==> src/rtl/wave_mixer_pwm.sv <==
// wave_mixer_pwm
// Mixes NUM_CH phase-accumulator waveforms (saw-up, saw-down, triangle,
// square) into one PWM output. The duty cycle is the integer average of the
// enabled channels' amplitudes.
//
// Ports
//   Local_clk     single clock, rising edge
//   Reset_n       asynchronous active-low reset
//   Enable_SW     per-channel enable, bit i = channel i
//   Mode          per-channel waveform select, bits [2i+1:2i]
//                 0 saw-up, 1 saw-down, 2 triangle, 3 square
//   Step          per-channel phase increment per PWM period, STEP_W bits each
//   Pulse         PWM output, high while cnt < Duty_Level
//   Period_Start  one-cycle strobe in the cycle where the PWM counter is 0
//   Duty_Level    duty applied during the current PWM period
//
// Timing: in each period the enables, modes and phases are captured when
// cnt==0. The average is computed during that period and goes live on the
// next wrap edge, so it applies throughout the following period.
//
// state | meaning
// IDLE  | waiting for cnt==0, when inputs and phases are captured
// SUM   | one channel per cycle: add a_i to S and count enabled channels
// DIV   | restoring divide S/n, one quotient bit per cycle
// DONE  | quotient held until the wrap edge loads it into Duty_Level
module wave_mixer_pwm #(
  parameter int NUM_CH  = 4,
  parameter int PWM_W   = 6,
  parameter int PHASE_W = 10,
  parameter int STEP_W  = 8
) (
  input  logic                       Local_clk,
  input  logic                       Reset_n,
  input  logic [NUM_CH-1:0]          Enable_SW,
  input  logic [2*NUM_CH-1:0]        Mode,
  input  logic [STEP_W*NUM_CH-1:0]   Step,
  output logic                       Pulse,
  output logic                       Period_Start,
  output logic [PWM_W-1:0]           Duty_Level
);

  localparam int N_W   = $clog2(NUM_CH + 1);
  localparam int S_W   = PWM_W + N_W;
  localparam int IDX_W = (NUM_CH > 1) ? $clog2(NUM_CH) : 1;
  localparam int BC_W  = $clog2(S_W);

  if (NUM_CH < 1 || NUM_CH > 8 || PHASE_W < PWM_W + 1 || STEP_W > PHASE_W ||
      NUM_CH + S_W + 2 > (1 << PWM_W)) begin : g_bad_params
    $error("wave_mixer_pwm: unsupported parameter set");
  end

  typedef enum logic [1:0] {IDLE, SUM, DIV, DONE} state_t;

  state_t             state;
  logic [PWM_W-1:0]   cnt;
  logic [PHASE_W-1:0] phase [NUM_CH];
  // Only the top PWM_W+1 phase bits feed the amplitude, so only those are captured.
  logic [PWM_W:0]     snap_top  [NUM_CH];
  logic [1:0]         snap_mode [NUM_CH];
  logic [NUM_CH-1:0]  snap_en;
  logic [IDX_W-1:0]   idx;
  logic [S_W-1:0]     sum_s;
  logic [N_W-1:0]     n_en;
  logic [S_W-1:0]     dvd;
  logic [N_W-1:0]     rem;
  logic [PWM_W-1:0]   quo;
  logic [BC_W-1:0]    bit_cnt;

  logic               wrap;
  logic               cnt_zero;
  logic [PWM_W-1:0]   amp;
  logic [S_W-1:0]     sum_nx;
  logic [N_W-1:0]     n_nx;
  logic [N_W:0]       rem_sh;
  logic               q_bit;
  logic [N_W-1:0]     rem_nx;

  assign wrap     = &cnt;
  assign cnt_zero = (cnt == '0);
  assign Pulse    = (cnt < Duty_Level);

  // Amplitude of the channel currently being summed.
  always_comb begin
    logic [PWM_W:0] top;
    top = snap_top[idx];
    amp = '0;
    case (snap_mode[idx])
      2'd0: amp = top[PWM_W:1];
      2'd1: amp = ~top[PWM_W:1];
      2'd2: amp = top[PWM_W] ? ~top[PWM_W-1:0] : top[PWM_W-1:0];
      default: amp = top[PWM_W] ? '0 : '1;
    endcase
  end

  assign sum_nx = snap_en[idx] ? sum_s + S_W'(amp) : sum_s;
  assign n_nx   = n_en + N_W'(snap_en[idx]);

  // Restoring divide step: the remainder stays below n, so N_W bits hold it.
  assign rem_sh = {rem, dvd[S_W-1]};
  assign q_bit  = (rem_sh >= {1'b0, n_en});
  assign rem_nx = q_bit ? N_W'(rem_sh - {1'b0, n_en}) : rem_sh[N_W-1:0];

  always_ff @(posedge Local_clk or negedge Reset_n) begin
    if (!Reset_n) begin
      cnt          <= '1;
      Period_Start <= 1'b0;
      Duty_Level   <= '0;
      state        <= IDLE;
      idx          <= '0;
      sum_s        <= '0;
      n_en         <= '0;
      dvd          <= '0;
      rem          <= '0;
      quo          <= '0;
      bit_cnt      <= '0;
      snap_en      <= '0;
      for (int i = 0; i < NUM_CH; i++) begin
        phase[i]     <= '0;
        snap_top[i]  <= '0;
        snap_mode[i] <= '0;
      end
    end else begin
      cnt          <= cnt + 1'b1;
      Period_Start <= wrap;

      if (wrap) begin
        Duty_Level <= quo;
        for (int i = 0; i < NUM_CH; i++) begin
          phase[i] <= Enable_SW[i] ? phase[i] + PHASE_W'(Step[i*STEP_W +: STEP_W]) : '0;
        end
      end

      case (state)
        IDLE: begin
          if (cnt_zero) begin
            snap_en <= Enable_SW;
            for (int i = 0; i < NUM_CH; i++) begin
              snap_top[i]  <= phase[i][PHASE_W-1 -: PWM_W+1];
              snap_mode[i] <= Mode[2*i +: 2];
            end
            idx   <= '0;
            sum_s <= '0;
            n_en  <= '0;
            state <= SUM;
          end
        end
        SUM: begin
          sum_s <= sum_nx;
          n_en  <= n_nx;
          if (idx == IDX_W'(NUM_CH - 1)) begin
            quo     <= '0;
            rem     <= '0;
            dvd     <= sum_nx;
            bit_cnt <= '0;
            // No enabled channel: the quotient is simply zero.
            state   <= (n_nx == '0) ? DONE : DIV;
          end else begin
            idx <= idx + 1'b1;
          end
        end
        DIV: begin
          dvd     <= dvd << 1;
          rem     <= rem_nx;
          // Quotient never exceeds the largest amplitude, so the upper
          // quotient bits shifted out are always zero.
          quo     <= {quo[PWM_W-2:0], q_bit};
          bit_cnt <= bit_cnt + 1'b1;
          if (bit_cnt == BC_W'(S_W - 1)) state <= DONE;
        end
        DONE: begin
          if (wrap) state <= IDLE;
        end
        default: state <= IDLE;
      endcase
    end
  end

endmodule
==> config.mk <==
export PLATFORM = sky130hd
export DESIGN_NAME = wave_mixer_pwm
export DESIGN_NICKNAME = d
export VERILOG_FILES = /design/src/rtl/wave_mixer_pwm.sv
export SDC_FILE = /design/constraint.sdc
export NUM_CORES = 1
export LEC_CHECK = 0
export BUFFER_PORTS_ARGS = -buffer_cell sky130_fd_sc_hd__buf_2
export CAP_MARGIN = 20
export CORE_MARGIN = 2
export CORE_UTILIZATION = 65
export CTS_CLUSTER_SIZE = 16
export DETAILED_ROUTE_END_ITERATION = 7
export PLACE_DENSITY = 0.95
export REMOVE_ABC_BUFFERS = 1
export SLEW_MARGIN = 20
export SYNTH_ARGS = -nofsm -noshare
export SYNTH_HDL_FRONTEND = slang
export SYNTH_SLANG_ARGS = --single-unit
==> constraint.sdc <==
create_clock -name Local_clk -period 6.8 [get_ports Local_clk]
set_clock_uncertainty 0.1 [all_clocks]
set_input_delay 1.02 -clock Local_clk [delete_from_list [all_inputs] [get_ports Local_clk]]
set_output_delay 1.02 -clock Local_clk [all_outputs]
set_load 0.05 [all_outputs]
==> impl_metrics.toml, run 1 <==
[cells_and_area]
layoutNonFillerInstCount = 938
mostFrequentLayoutCells = "125 x dfrtp_1, 83 x nand2_1, 58 x ha_1"
drive_above_1_share_pct = 19.50
fin_nets = 892
diodes = 0
fill_cells = 632
fin_area_um2 = 8770
layout_commonest_cell = "dfrtp_1"
final_util_pct = 76.15
area_growth_pct = 13.58

[place]
place_area_um2 = 8070
dp_hpwl_um = 12760
port_buffers = 53
gp_congestion = 0.8993
dp.cells = 904

[global_route]
grt_usage_pct = 33.68
antenna_found_initial = 0
grt_max_degree = 80
grt_overflow = 0
grt_pass1_wl_um = 33800
grt_pass1_vias = 6797

[sta]
finalCriticalPeriod_ns = 4.449
min_period_over_period_pct = 65.42
setup_violations = 0
rsz0062_at_grt = "false"
worst_slew_pin_slew_ns = 0.7743
hold_viol_final = 0
fmax_mhz = 224.8
relSlewSlack_pct = 48.38
slew_violations = 0
fin_setup_tns_ns = 0
worst_hold_slack_ns = 0.3840

[clock_tree]
cts_tree = "built"
worstSkewPairLatency_ns = 0.43
holdBufCountCts = 0
clk_path_buf_depth = 2
numCtsBuffers = 17
cts_root_buf = "clkbuf_16"
h-tree-depth = 4
ctsResizeCount = 0
clock-sinks = 131
cts_setup_buffers = 0
clk_pin_slew_ns = 0.05

[synth]
synthArstFlopShare_pct = 100.0
netlist_instances = 731
synth.cell_area_um2 = 7721
yosys.area.top_type = "dfrtp_1"
synth_top_area_share_pct = 40.51
yosys_warnings = 0
ys.flop_type = "dfrtp_1"
synth_area_leaders = "dfrtp_1 41%, ha_1 9.4%, mux2_2 5.4%"
synth_cell_types = 62
seq_area_frac_synth_pct = 42.55
avgSynthCellArea_um2 = 10.56
synth_edf_count = 0
ys_ff_latch = 131

[setup_path]
cp-end-kind = "flip-flop"
start_kind = "flip-flop"
crit_type = "reg2reg"
crit_required_ns = 7.01
critical_path.max_fanout = 15
worstPathArrival_ns = 4.66

[pwr]
leakagePower_nw = 3.933
ir_drop_mv = 0.1804
power.density_nw_per_um2 = 345.8

[floorplan]
row_count = 39
die_area_um2 = 12770
fp.dieW_um = 113.0
die_h_um = 113.0
initial_core_util_pct = 67.05
ios = 54
coreArea_um2 = 11520

[routing]
firstDrtPassIters = 6
post_drt_via_cell_ratio = 7.069
ant_nets = 0
avgRoutedWirePerCell_um = 22.42
first_iter_violations = 837
drt-total-wl_um = 21030
drc = 0
dr_total_vias = 6631

[min_path]
hp-class = "reg2reg"

[flow_run]
drv_cap = 0

[status]
status = "finished clean"
## through the flow
stage,total power [mW],worst slack [ns]
6_report,3.033,2.351
5_1_grt,3.138,2.185
4_1_cts,2.967,2.436
3_5_place_dp,1.913,2.601
3_3_place_gp,1.830,2.910
2_1_floorplan,1.656,3.064
## kinds of logic (layout without fill, tap and decap cells)
family                     Yosys count  after routing  synth area share, %
AOI/OAI and AO/OA                  230            230                20.30
and+or+nand+nor                    166            166                10.34
DFF                                131            131                42.55
adders and majority gates           64             64                10.95
buffers and inverters               55            119                3.079
muxes                               53             53                9.140
xor gates and xnor gates            32             32                3.630
## power by group
part / internal (mW) / leakage, nW / switching, mW / total [mW]
sequential: 0.876 / 1.46 / 0.119 / 0.995
clock: 0.677 / 0.320 / 0.350 / 1.03
combinational: 0.406 / 2.15 / 0.604 / 1.01
## metal layers
metal	share of wire, %	vias to the layer above	wire, µm	track usage (%)
met4	5.8	0	1227	19.35
li1	-	2816	-	-
met1	36	3187	7653	41.40
met2	49	507	10270	55.54
met3	9.0	121	1884	7.124
met5	0	-	0	0
## worst max-delay path: stages (launching register included)
cell	delay [ns]
dfrtp_1	0.80
mux4_1	0.93
or3_1	0.48
nand3_1	0.10
o21ai_0	0.11
ha_1	0.24
inv_1	0.08
fa_1	0.25
nor2b_1	0.09
o31a_1	0.31
o311a_2	0.39
nand2b_1	0.17
a31oi_1	0.27
## final timing paths
kind	cells past startpoint	startpoint	slack, ns	endpoint
setup / recovery	12	idx[0]	2.35	sum_s[6]
hold / removal	2	phase[10]	0.38	phase[10]
setup reg to reg	12	idx[0]	2.35	sum_s[6]
hold reg to reg	2	phase[10]	0.38	phase[10]
max in group asynchronous	3	Reset_n	4.88	cnt[0]
min in group asynchronous	1	Reset_n	0.54	Duty_Level[1]
## Yosys cell counts, types with 6 or more instances
library cell	n
dfrtp_1	125
nand2_1	83
fa_1	6
nor2_1	12
a211oi_1	22
nor2b_1	8
or3_1	7
o21bai_1	10
a21oi_1	32
dfstp_2	6
buf_1	6
nand3_1	19
a211o_1	8
clkbuf_1	10
ha_1	58
mux2i_1	6
a22o_1	15
buf_2	8
o31ai_1	27
xnor2_1	19
o21ai_0	56
o22ai_1	6
inv_1	28
and3_1	10
xor2_1	13
a21o_1	19
o21a_1	10
mux4_2	9
mux2_2	37
## final cells by class
cell class	count	area, µm²	area share [%]
Multi-Input combinational cell	545	4203	47.92
Sequential cell	131	3286	37.47
Clock buffer	22	474.2	5.407
Timing Repair Buffer	59	345.3	3.938
Tap cell	143	178.9	2.040
Clock inverter	10	177.7	2.026
Inverter	28	105.1	1.198
## registers in the layout, indices dropped and copies added, names as in the netlist
signal	flops
snap_top	28
Duty_Level	6
dvd	9
Period_Start	1
sum_s	9
snap_en	4
quo	6
n_en	3
state	2
rem	3
phase	40
snap_mode	8
bit_cnt	4
idx	2
cnt	6
No activity file was read; power rests on OpenSTA's default activity.
==> inputs of run 2 (changes only) <==
ABC_AREA = 1   (was unset)
CORE_UTILIZATION = 55   (was 65)
PLACE_DENSITY = 0.87   (was 0.95)
clock period = 3.9 ns   (was 6.8 ns; I/O delays follow)
==> run 2 against run 1 <==
Compared with the run above: final cell count rose by 36%; synthesized cell count rose by 40%; die area rose by 20%; hold slack got worse by 0.12 ns; sequential share of layout area fell by 0.51 points; sequential power rose by 66%; via count rose by 4.0%; utilization fell by 12 points; design area rose by 1.4%; combinational power rose by 79%.
==> impl_metrics.toml, run 2 <==
[global_route]
grt_pass1_vias = 6555
antenna_found_initial = 0
grt_max_degree = 67
grt_usage_pct = 25.45
grt_pass1_wl_um = 30430
grt_overflow = 0

[cells_and_area]
area_growth_pct = 12.56
diodes = 0
layoutNonFillerInstCount = 1272
largest_reg_flops = 40
largest_register = "phase"
fill_cells = 1186
mostFrequentLayoutCells = "339 x nand2_1, 125 x dfrtp_1, 117 x inv_1"
layout_commonest_cell = "nand2_1"
drive_above_1_share_pct = 11.54
fin_nets = 1190
largest_registers = "phase: 40 flops, snap_top: 28 flops"

[floorplan]
fp.dieW_um = 123.8
die_h_um = 123.8
die_area_um2 = 15340
ios = 54
initial_core_util_pct = 56.68
row_count = 43
coreArea_um2 = 13930

[synth]
synth_top_area_share_pct = 39.60
synth_area_leaders = "dfrtp_1 40%, nand2_1 16%, ha_1 9.2%"
netlist_instances = 1024
synth.cell_area_um2 = 7899
yosys_warnings = 0
synth_edf_count = 0
avgSynthCellArea_um2 = 7.714
ys.flop_type = "dfrtp_1"
netlist_top_cells_count = "339 x nand2_1, 125 x dfrtp_1, 117 x inv_1"
yosys.area.top_type = "dfrtp_1"
synth_cell_types = 39
synthArstFlopShare_pct = 100.0
seq_area_frac_synth_pct = 41.60
ys_ff_latch = 131
post-synth-top-count-cell = "nand2_1"

[sta]
relSlewSlack_pct = 42.34
slew_violations = 0
setup_violations = 0
rsz0062_at_grt = "false"
worst_slew_pin_slew_ns = 0.8639
finalCriticalPeriod_ns = 3.366
fmax_mhz = 297.1
min_period_over_period_pct = 86.32
hold_viol_final = 0
fin_setup_tns_ns = 0

[setup_path]
start_kind = "flip-flop"
cp.depth = 19
worst-path-buf-inv = 4
r2r-end = "dvd[6]"
startpoint = "idx[0]"
critical_path.max_fanout = 20
crit_path_frequent_cell = "nand2_1"
rrSetupSlack_ns = 0.53
worstReg2RegStart = "idx[0]"
crit_path_max_incr_delay_ns = 0.69
crit_required_ns = 4.16
cp_top_family = "simple AND/OR/NAND/NOR gates"
worstPathArrival_ns = 3.63
cp-end-kind = "flip-flop"
crit_type = "reg2reg"
cp_cell_sequence = "buf_4 > nand2_1 > o21ai_0 > nand2_1 > nand2_4 > inv_1 > nand2_1 > nand3_1 > a21oi_1 > ha_1 > inv_1 > fa_1 > inv_1 > nand3_1 > nand3_1 > nand2_1 > xnor2_1 > nand2_1 > nand2_1"
critPathSlowestCell = "dfrtp_1"
reg2reg_depth = 19

[place]
dp_hpwl_um = 12420
gp_congestion = 0.8992
port_buffers = 53
dp.cells = 1240

[clock_tree]
ctsResizeCount = 0
clock-sinks = 131
cts_tree = "built"
clk_path_buf_depth = 2
numCtsBuffers = 17
worstSkewPairLatency_ns = 0.43
h-tree-depth = 4
cts_root_buf = "clkbuf_16"
clk_pin_slew_ns = 0.06

[routing]
avgRoutedWirePerCell_um = 14.00
post_drt_via_cell_ratio = 5.422
drc = 0
firstDrtPassIters = 5
ant_nets = 0
first_iter_violations = 474
drt-total-wl_um = 17810
dr_total_vias = 6897

[pwr]
ir_drop_mv = 0.3775
power.density_nw_per_um2 = 563.4
leakagePower_nw = 4.534

[min_path]
min_from = "Mode[7]"
hp-class = "in2reg"
holdPathStages = 3
hold_end = "snap_mode[1]"

[flow_run]
drv_cap = 0

[status]
status = "finished clean"
## run 2: layer usage
metal | track usage (%) | vias to the layer above | wire length (µm)
met4 | 9.730 | 0 | 365
li1 | - | 3454 | -
met1 | 34.59 | 3204 | 8086
met2 | 40.11 | 204 | 8375
met3 | 5.403 | 35 | 987
met5 | 0 | - | 0
## run 2: final cells by class
cell class              count  area [µm²]  area share, %
clock buffers              19       432.9          4.869
clock inverters            12       135.1          1.520
inverters                 125       471.7          5.305
multi-input cells         746        4013          45.13
flip-flops and latches    131        3286          36.95
well taps                 180       225.2          2.533
repair buffers             59       327.8          3.687
## run 2: worst max path at each step
| stage | end |
|---|---|
| 6_report | dvd[6] |
| 5_1_grt | dvd[6] |
| 4_1_cts | dvd[6] |
| 3_5_place_dp | dvd[6] |
| 3_3_place_gp | dvd[4] |
| 2_1_floorplan | snap_en[0] |
## run 2: power by group
part	switching, mW	internal [mW]
sequential	0.129	1.52
combinational	1.18	0.633
clock	0.617	0.937
## run 2: worst min-delay path: cells and delay by family
family / cells / cell delay (ns)
and+or+nand+nor: 2 / 0.10
buffers and inverters: 1 / 0.09
## run 2: timing repair
item,in CTS,in global routing
endpoints found under the hold margin,19,0
buffers inserted,0,0
hold buffers,1,0
setup endpoints to repair,0,0
## run 2: kinds of logic (layout without fill, tap and decap cells)
logic type | after synthesis | count (layout) | synth area share, %
fa+ha+maj | 64 | 64 | 10.71
buf+inv | 147 | 215 | 7.635
compound gates | 177 | 177 | 12.50
xor+xnor | 15 | 15 | 1.663
simple gates | 490 | 490 | 25.90
flops | 131 | 131 | 41.60
## run 2: through the flow
stage | utilization [%] | worst slack (ns) | area, µm² | hold slack, ns | total power [mW]
floorplan | - | 0.5701 | 7767 | 0.1894 | 2.990
global placement | 59.66 | 0.7394 | 8313 | 0.3553 | 3.377
detailed placement | 59.66 | 0.5873 | 8313 | 0.3614 | 3.441
CTS | 63.81 | 0.5774 | 8891 | 0.2633 | 5.008
global route | 63.81 | 0.1780 | 8891 | 0.2826 | 5.367
finish | 63.81 | 0.5337 | 8891 | 0.2684 | 5.009
==> inputs of run 3 (changes only) <==
==> constraint.sdc (replaced) <==
create_clock -name Local_clk -period 3.9 [get_ports Local_clk]
set_clock_uncertainty 0.1 [all_clocks]
set_input_delay 0.195 -clock Local_clk [delete_from_list [all_inputs] [get_ports Local_clk]]
set_output_delay 0.195 -clock Local_clk [all_outputs]
set_load 0.05 [all_outputs]
==> run 3 against run 2 <==
Compared with the run above: hold slack worse by 0.25 ns; via count fell by 1.8%; global-route usage shrank 0.65 points; critical path depth is 2 lower.
==> impl_metrics.toml, run 3 (synthesis gave the netlist of run 2 again) <==
[pwr]
power_mw = 5.202
leakagePower_nw = 4.605
power.density_nw_per_um2 = 575.7
ir_drop_mv = 0.3874

[routing]
first_iter_violations = 520
drc = 0
firstDrtPassIters = 7
ant_nets = 0
drt-total-wl_um = 17510
dr_total_vias = 6770
post_drt_via_cell_ratio = 5.289
avgRoutedWirePerCell_um = 13.68

[cells_and_area]
drive_above_1_share_pct = 11.45
largest_register = "phase"
largest_reg_flops = 40
fill_cells = 1166
diodes = 0
layout_commonest_cell = "nand2_1"
area_growth_pct = 14.38
mostFrequentLayoutCells = "339 x nand2_1, 125 x dfrtp_1, 117 x inv_1"
fin_nets = 1197
largest_registers = "phase: 40 flops, snap_top: 28 flops"

[sta]
finalCriticalPeriod_ns = 3.244
setup_violations = 0
min_period_over_period_pct = 83.18
fmax_mhz = 308.3
rsz0062_at_grt = "false"
fin_setup_tns_ns = 0
worst_slew_pin_slew_ns = 0.8855
relSlewSlack_pct = 40.90
slew_violations = 0
hold_viol_final = 0

[min_path]
hp-class = "in2reg"

[place]
dp_hpwl_um = 12270
gp_congestion = 0.8924
port_buffers = 53

[clock_tree]
numCtsBuffers = 17
clk_path_buf_depth = 2
worstSkewPairLatency_ns = 0.42
cts_setup_buffers = 0
cts_tree = "built"
h-tree-depth = 4
cts_root_buf = "clkbuf_16"
clock-sinks = 131
clk_pin_slew_ns = 0.06

[setup_path]
worstPathArrival_ns = 3.50
critical_path.max_fanout = 13
crit_type = "reg2reg"
start_kind = "flip-flop"
cp-end-kind = "flip-flop"
crit_required_ns = 4.16

[floorplan]
ios = 54
row_count = 43
initial_core_util_pct = 56.68
die_area_um2 = 15340
fp.dieW_um = 123.8
die_h_um = 123.8
coreArea_um2 = 13930

[global_route]
grt_overflow = 0
grt_max_degree = 73
antenna_found_initial = 0
grt_pass1_wl_um = 29700
grt_usage_pct = 24.80
grt_pass1_vias = 6517

[flow_run]
drv_cap = 0

[status]
status = "finished clean"
run 3: cell count changes in the layout (fill, tap and decap cells not counted), sizes merged:
cell,change
dlygate4sd3,+8
bufinv,+3
clkinv,-1
inv,+1
buf,-1
clkinvlp,-2
run 3: stage by stage:
step,utilization (%),instance area [µm²],hold slack (ns),cells,setup WS (ns)
5_1_grt,64.84,9035,0.03245,1280,0.3276
3_5_place_dp,59.60,8305,0.2210,1239,0.7161
4_1_cts,64.84,9035,0.004152,1280,0.6992
3_3_place_gp,59.60,8305,0.2138,1239,0.8497
2_1_floorplan,-,7767,-0.2006,1002,0.5701
6_report,64.84,9035,0.02301,1280,0.6560
run 3: what timing repair did:
item	4_1_cts	5_1_grt
endpoints found under the hold margin	65	0
resized for setup	0	0
hold buffers	9	0
run 3: path summary, 6_finish.rpt:
check | end | cells past startpoint | slack [ns] | startpoint
max | dvd[4] | 17 | 0.66 | idx[1]
min | phase[30] | 3 | 0.02 | Step[0]
max reg2reg | dvd[4] | 17 | 0.66 | idx[1]
min reg2reg | snap_top[6] | 2 | 0.38 | snap_top[6]
max in group asynchronous | cnt[3] | 3 | 2.53 | Reset_n
min in group asynchronous | phase[1] | 2 | 0.29 | Reset_n
run 3: layout make-up:
class	count	area, µm²	area share (%)
Multi-Input combinational cell	746	4013	44.41
Clock inverter	13	206.4	2.285
Clock buffer	19	432.9	4.792
Tap cell	180	225.2	2.493
Timing Repair Buffer	66	400.4	4.432
Inverter	125	471.7	5.221
Sequential cell	131	3286	36.37
run 3: metal layers:
| layer | vias up | track usage (%) | part of all wire [%] |
|---|---|---|---|
| met5 | - | 0 | 0 |
| met4 | 0 | 9.872 | 1.8 |
| met3 | 25 | 5.540 | 5.2 |
| met2 | 176 | 39.22 | 47 |
| met1 | 3120 | 33.24 | 46 |
| li1 | 3449 | - | - |
run 3: where the power goes:
group          switching, mW  internal (mW)  leakage (nW)
Sequential             0.116           1.52          1.51
Combinational           1.20          0.636          2.79
Clock                  0.603           1.13         0.308
Total                   1.91           3.29          4.61
run 3: critical path: stages, from the launching register on:
cell	delay (ns)
dfrtp_1	0.58
inv_2	0.17
a21oi_1	0.15
o21ai_0	0.09
nand2_1	0.29
nand2_1	0.13
nand2_1	0.08
nand2_1	0.05
a21oi_1	0.14
ha_1	0.20
inv_1	0.06
fa_1	0.41
inv_1	0.10
a21oi_1	0.08
or2_2	0.27
nand3_1	0.09
nand3_1	0.08
nand3_1	0.09
